$ cat src/rtl/ex_result_sink.sv
// ALU result sink: classifies accepted results, resolves branch outcome,
// and queues them for memory/writeback with saturating event counters.
module ex_result_sink #(
    parameter int WORD  = 64,
    parameter int DEPTH = 4,
    parameter int CNT_W = 16
) (
    input  logic                     clk,
    input  logic                     reset,
    input  logic                     in_valid,
    output logic                     in_ready,
    input  logic [WORD-1:0]          in_result,
    input  logic                     in_zero,
    input  logic [10:0]              in_opcode,
    input  logic [4:0]               in_rd,
    output logic                     out_valid,
    input  logic                     out_ready,
    output logic [WORD-1:0]          out_result,
    output logic [4:0]               out_rd,
    output logic [2:0]               out_class,
    output logic                     out_mem_write,
    output logic                     out_taken,
    output logic [$clog2(DEPTH):0]   count,
    output logic [CNT_W-1:0]         cnt_r,
    output logic [CNT_W-1:0]         cnt_mem,
    output logic [CNT_W-1:0]         cnt_br_taken,
    output logic [CNT_W-1:0]         cnt_illegal
);

    localparam int AW = $clog2(DEPTH);
    localparam logic [AW:0] FULL = (AW+1)'(DEPTH);

    typedef struct packed {
        logic [WORD-1:0] result;
        logic [4:0]      rd;
        logic [2:0]      cls;
        logic            mw;
        logic            tk;
    } entry_t;

    entry_t            r_mem [DEPTH];
    logic [AW-1:0]     r_wptr;
    logic [AW-1:0]     r_rptr;
    logic [AW:0]       r_count;
    logic [CNT_W-1:0]  r_cnt_r;
    logic [CNT_W-1:0]  r_cnt_mem;
    logic [CNT_W-1:0]  r_cnt_br;
    logic [CNT_W-1:0]  r_cnt_ill;

    logic [2:0]        w_class;
    logic              w_mw;
    logic              w_tk;
    logic              w_legal;
    logic              w_accept;
    logic              w_push;
    logic              w_pop;
    entry_t            w_entry;
    entry_t            w_head;

    // Opcode decode; zero flag only matters for CBZ
    always_comb begin
        w_class = 3'b000;
        w_mw    = 1'b0;
        w_tk    = 1'b0;
        casez (in_opcode)
            11'b10001011000,
            11'b11001011000,
            11'b10001010000,
            11'b10101010000: w_class = 3'b001;
            11'b11111000010: w_class = 3'b010;
            11'b11111000000: begin
                w_class = 3'b010;
                w_mw    = 1'b1;
            end
            11'b10110100???: begin
                w_class = 3'b100;
                w_tk    = in_zero;
            end
            11'b000101?????: begin
                w_class = 3'b100;
                w_tk    = 1'b1;
            end
            default: ;
        endcase
    end

    assign w_legal   = |w_class;
    assign in_ready  = ~reset & (r_count != FULL);
    assign out_valid = (r_count != '0);
    assign w_accept  = in_valid & in_ready;
    assign w_push    = w_accept & w_legal;
    assign w_pop     = out_valid & out_ready;

    assign w_entry = '{
        result: in_result,
        rd:     in_rd,
        cls:    w_class,
        mw:     w_mw,
        tk:     w_tk
    };

    assign w_head        = r_mem[r_rptr];
    assign out_result    = w_head.result;
    assign out_rd        = w_head.rd;
    assign out_class     = w_head.cls;
    assign out_mem_write = w_head.mw;
    assign out_taken     = w_head.tk;
    assign count         = r_count;

    always_ff @(posedge clk or posedge reset) begin
        if (reset) begin
            for (int i = 0; i < DEPTH; i++) begin
                r_mem[i] <= '0;
            end
        end else if (w_push) begin
            r_mem[r_wptr] <= w_entry;
        end
    end

    // Pointers wrap naturally since DEPTH is a power of two
    always_ff @(posedge clk or posedge reset) begin
        if (reset) begin
            r_wptr  <= '0;
            r_rptr  <= '0;
            r_count <= '0;
        end else begin
            if (w_push) begin
                r_wptr <= r_wptr + 1'b1;
            end
            if (w_pop) begin
                r_rptr <= r_rptr + 1'b1;
            end
            if (w_push && !w_pop) begin
                r_count <= r_count + 1'b1;
            end else if (w_pop && !w_push) begin
                r_count <= r_count - 1'b1;
            end
        end
    end

    always_ff @(posedge clk or posedge reset) begin
        if (reset) begin
            r_cnt_r   <= '0;
            r_cnt_mem <= '0;
            r_cnt_br  <= '0;
            r_cnt_ill <= '0;
        end else if (w_accept) begin
            if (w_class[0] && r_cnt_r != '1) begin
                r_cnt_r <= r_cnt_r + 1'b1;
            end
            if (w_class[1] && r_cnt_mem != '1) begin
                r_cnt_mem <= r_cnt_mem + 1'b1;
            end
            if (w_class[2] && w_tk && r_cnt_br != '1) begin
                r_cnt_br <= r_cnt_br + 1'b1;
            end
            if (!w_legal && r_cnt_ill != '1) begin
                r_cnt_ill <= r_cnt_ill + 1'b1;
            end
        end
    end

    assign cnt_r        = r_cnt_r;
    assign cnt_mem      = r_cnt_mem;
    assign cnt_br_taken = r_cnt_br;
    assign cnt_illegal  = r_cnt_ill;

endmodule
$ cat config.mk
export PLATFORM = sky130hd
export DESIGN_NAME = ex_result_sink
export DESIGN_NICKNAME = d
export VERILOG_FILES = /design/src/rtl/ex_result_sink.sv
export SDC_FILE = /design/constraint.sdc
export NUM_CORES = 1
export LEC_CHECK = 0
export ABC_CLOCK_PERIOD_IN_PS = 24900
export CORE_AREA = 2 2 209 211
export DETAILED_ROUTE_END_ITERATION = 8
export DIE_AREA = 0 0 211 213
export DONT_BUFFER_PORTS = 1
export SLEW_MARGIN = 10
export SYNTH_ARGS = -nofsm -noshare
export SYNTH_HDL_FRONTEND = slang
export SYNTH_SLANG_ARGS = --single-unit
$ cat constraint.sdc
create_clock -name clk -period 24.9 [get_ports clk]
set_input_delay 7.47 -clock clk [delete_from_list [all_inputs] [get_ports clk]]
set_output_delay 7.47 -clock clk [all_outputs]
set_load 0.01 [all_outputs]
==> impl_metrics.csv <==
group,metric,value,unit
status,status,"completed",
placed_design,gp_congestion,0.774,
floorplanning,rows,76,
timing,rsz0062_at_grt,"false",
timing,drv_slew,0,
timing,max_freq,63.3,MHz
global_route,grt_usage,16.4,%
cts,numCtsBuffers,42,
synth,mappedNetlistArea,16800,µm²
pwr,powerDensity,80.8,nW/µm²
timing,final.setup.worst_slack,9.11,ns
timing,tns,0,ns
cts,tritoncts,"built",
cts,postCtsSetupBuffers,0,
synth,synthFlopType,"dfrtp_1",
synth,ys_async_sr_fraction,100,%
worst_setup_path,worst-setup-path-type,"primary input to primary output",
layout,drive_gt1_share,41.2,%
cts,insertion_delay,0.55,ns
worst_setup_path,path_depth,2,
synth,synth_area_leader_cell,"dfrtp_1",
floorplanning,pin_count,228,
cts,h-tree-depth,2,
worst_hold_path,holdPathStages,2,
routing,drt_iter0_drc,532,
worst_setup_path,reg2reg_depth,5,
cts,clock-sinks,367,
timing,finalHoldViolations,0,
synth,synth_seq_area_share,54.5,%
routing,vias_per_cell,5.42,
worst_setup_path,cp_slowest_cell,"inv_8",
floorplanning,die_h,213,µm
worst_hold_path,min_path_type,"flip-flop to flip-flop",
global_route,grt_pass1_wl,57400,µm
floorplanning,die_w,211,µm
floorplanning,die_area,44900,µm²
placed_design,place_worst_setup_slack,9.02,ns
worst_setup_path,critPathMaxFanout,121,
cts,cts_hold_buf,0,
placed_design,dp_hpwl,22100,µm
synth,synth-edff-count,0,
synth,synth_area_leaders,"dfrtp_1 55%, mux2_4 12%, mux2_2 10%",
worst_setup_path,cp_top_family,"buffers and inverters",
layout,antenna_cells,0,
cts,cts_root_buf,"clkbuf_16",
layout,layout_commonest_cell,"dfrtp_1",
worst_setup_path,critPathArrivalTime,8.32,ns
layout,final_cell_mix,"365 x dfrtp_1, 152 x mux2_2, 132 x mux2_4",
synth,synth_top_area_share,54.5,%
worst_setup_path,cp_cell_sequence,"inv_8 -> and2_1",
floorplanning,initial_core_util,39.4,%
synth,yosysWarningCount,0,
synth,synthCells,1063,
worst_setup_path,cp-start-kind,"primary input",
routing,drt_drc_violations_left,0,
worst_setup_path,cp-end-kind,"primary output",
job,drv_cap,0,
synth,ys_types,49,
pwr,vdd_drop_max,0.0535,mV
worst_setup_path,required,17.43,ns
synth,avgSynthCellArea,15.8,µm²
global_route,grt_antenna_before_repair,0,
layout,nets,1161,
timing,skew,0.0105,ns
synth,ys_ff_latch,367,
placed_design,port_buffers,0,
timing,hold_slack,0.480,ns
routing,dr.pass1.iters,4,
timing,final.period_utilization,63.4,%
routing,vias,8924,
global_route,grt_pass1_vias,9622,
worst_setup_path,critPathMaxStageDelay,0.54,ns
worst_setup_path,worst-path-buf-inv,1,
timing,worst_pin_slew,1.08,ns
layout,syn2layout_area_growth,11.0,%
routing,wl_per_cell,21.9,µm
timing,fin_crit,15.79,ns
timing,relSlewSlack,27.5,%
routing,wl,36000,µm
cts,clk_pin_slew,0.05,ns
global_route,grt_max_degree,122,
layout,utilization,43.8,%
timing,finalSetupViolCount,0,
global_route,gr-total-overflow,0,
floorplanning,core,42700,µm²
synth,synth.net_count,1158,
pwr,static-leakage-power,9.20,nW
cts,cts_buffer_depth,3,
cts,cts.repair.resized,0,
routing,ant_nets,0,
## path summary, 6_finish.rpt
path                                        startpoint                      endpoint  slack, ns
worst max-delay path                             reset                      in_ready       9.11
worst min-delay path            r_mem[223]$_DFFE_PP0P_        r_mem[223]$_DFFE_PP0P_       0.48
worst max register to register    count[0]$_DFFE_PP0P_         r_mem[83]$_DFFE_PP0P_      21.68
worst min register to register  r_mem[223]$_DFFE_PP0P_        r_mem[223]$_DFFE_PP0P_       0.48
max in group asynchronous                        reset        r_mem[234]$_DFFE_PP0P_      15.64
min in group asynchronous                        reset  cnt_br_taken[11]$_DFFE_PP0P_       6.95
## area by class of cell
class / instances / area (µm²)
Multi-Input combinational cell: 625 / 7200
Sequential cell: 367 / 9190
Fill cell: 3793 / 24000
Clock buffer: 72 / 1360
Tap cell: 546 / 683
Inverter: 15 / 63.8
Clock inverter: 5 / 77.6
Timing Repair Buffer: 15 / 113
## where the power goes
group          switching [W]  total (W)  internal (W)
Clock               0.000239   0.000629      0.000389
Combinational      0.0000899   0.000189     0.0000993
Sequential         0.0000612   0.000692      0.000630
## worst register-to-register path, stage by stage, from the launching register on
cell and delay [ns]:
dfrtp_1 0.49, or3b_2 0.56, and2_1 0.39, o211ai_4 0.56, buf_4 0.69, mux2_2 0.42
## metal layers
metal	part of all wire [%]	vias up	routed length, µm	track usage (%)
li1	-	3922	-	-
met1	44	4728	15900	21.5
met2	46	211	16600	25.5
met3	6.8	63	2460	5.21
met4	2.7	0	972	5.97
met5	0	-	0	0
## cell usage after synthesis, drive strengths merged (2+ instances only)
master and n:
a21oi 3, a22o 8, a32o 4, and2 3, and3 5, buf 44
clkbuf 12, dfrtp 367, ha 9, inv 15, mux2 284, mux4 74
nand2 39, nand2b 2, nand3 30, nand4 20, nor2 23, nor3 17
nor4 11, nor4bb 2, o211ai 4, o21a 2, o21ai 8, or3 3
xnor2 32, xor2 29
## registers in the layout, summed over array words and instances, names as in the netlist
name,cells
cnt_br_taken,16
cnt_illegal,16
cnt_mem,16
cnt_r,16
count,3
r_mem,296
r_rptr,2
r_wptr,2
## per-stage QoR
stage | cells | cell area, µm² | power (W)
after detailed placement | 1568 | 17300 | 0.000899
after global placement | 1568 | 17300 | 0.000895
after floorplan | 1063 | 16800 | 0.000844
after global routing | 1645 | 18700 | 0.00158
final | 1645 | 18700 | 0.00151
after CTS | 1645 | 18700 | 0.00154
## kinds of logic after synthesis
group,share of synthesized area [%]
simple gates,5.19
xor+xnor,3.22
mux,31.9
compound gates,1.70
buf+inv,2.67
fa+ha+maj,0.788
flops,54.5
Power figures use the tool's default switching activity.
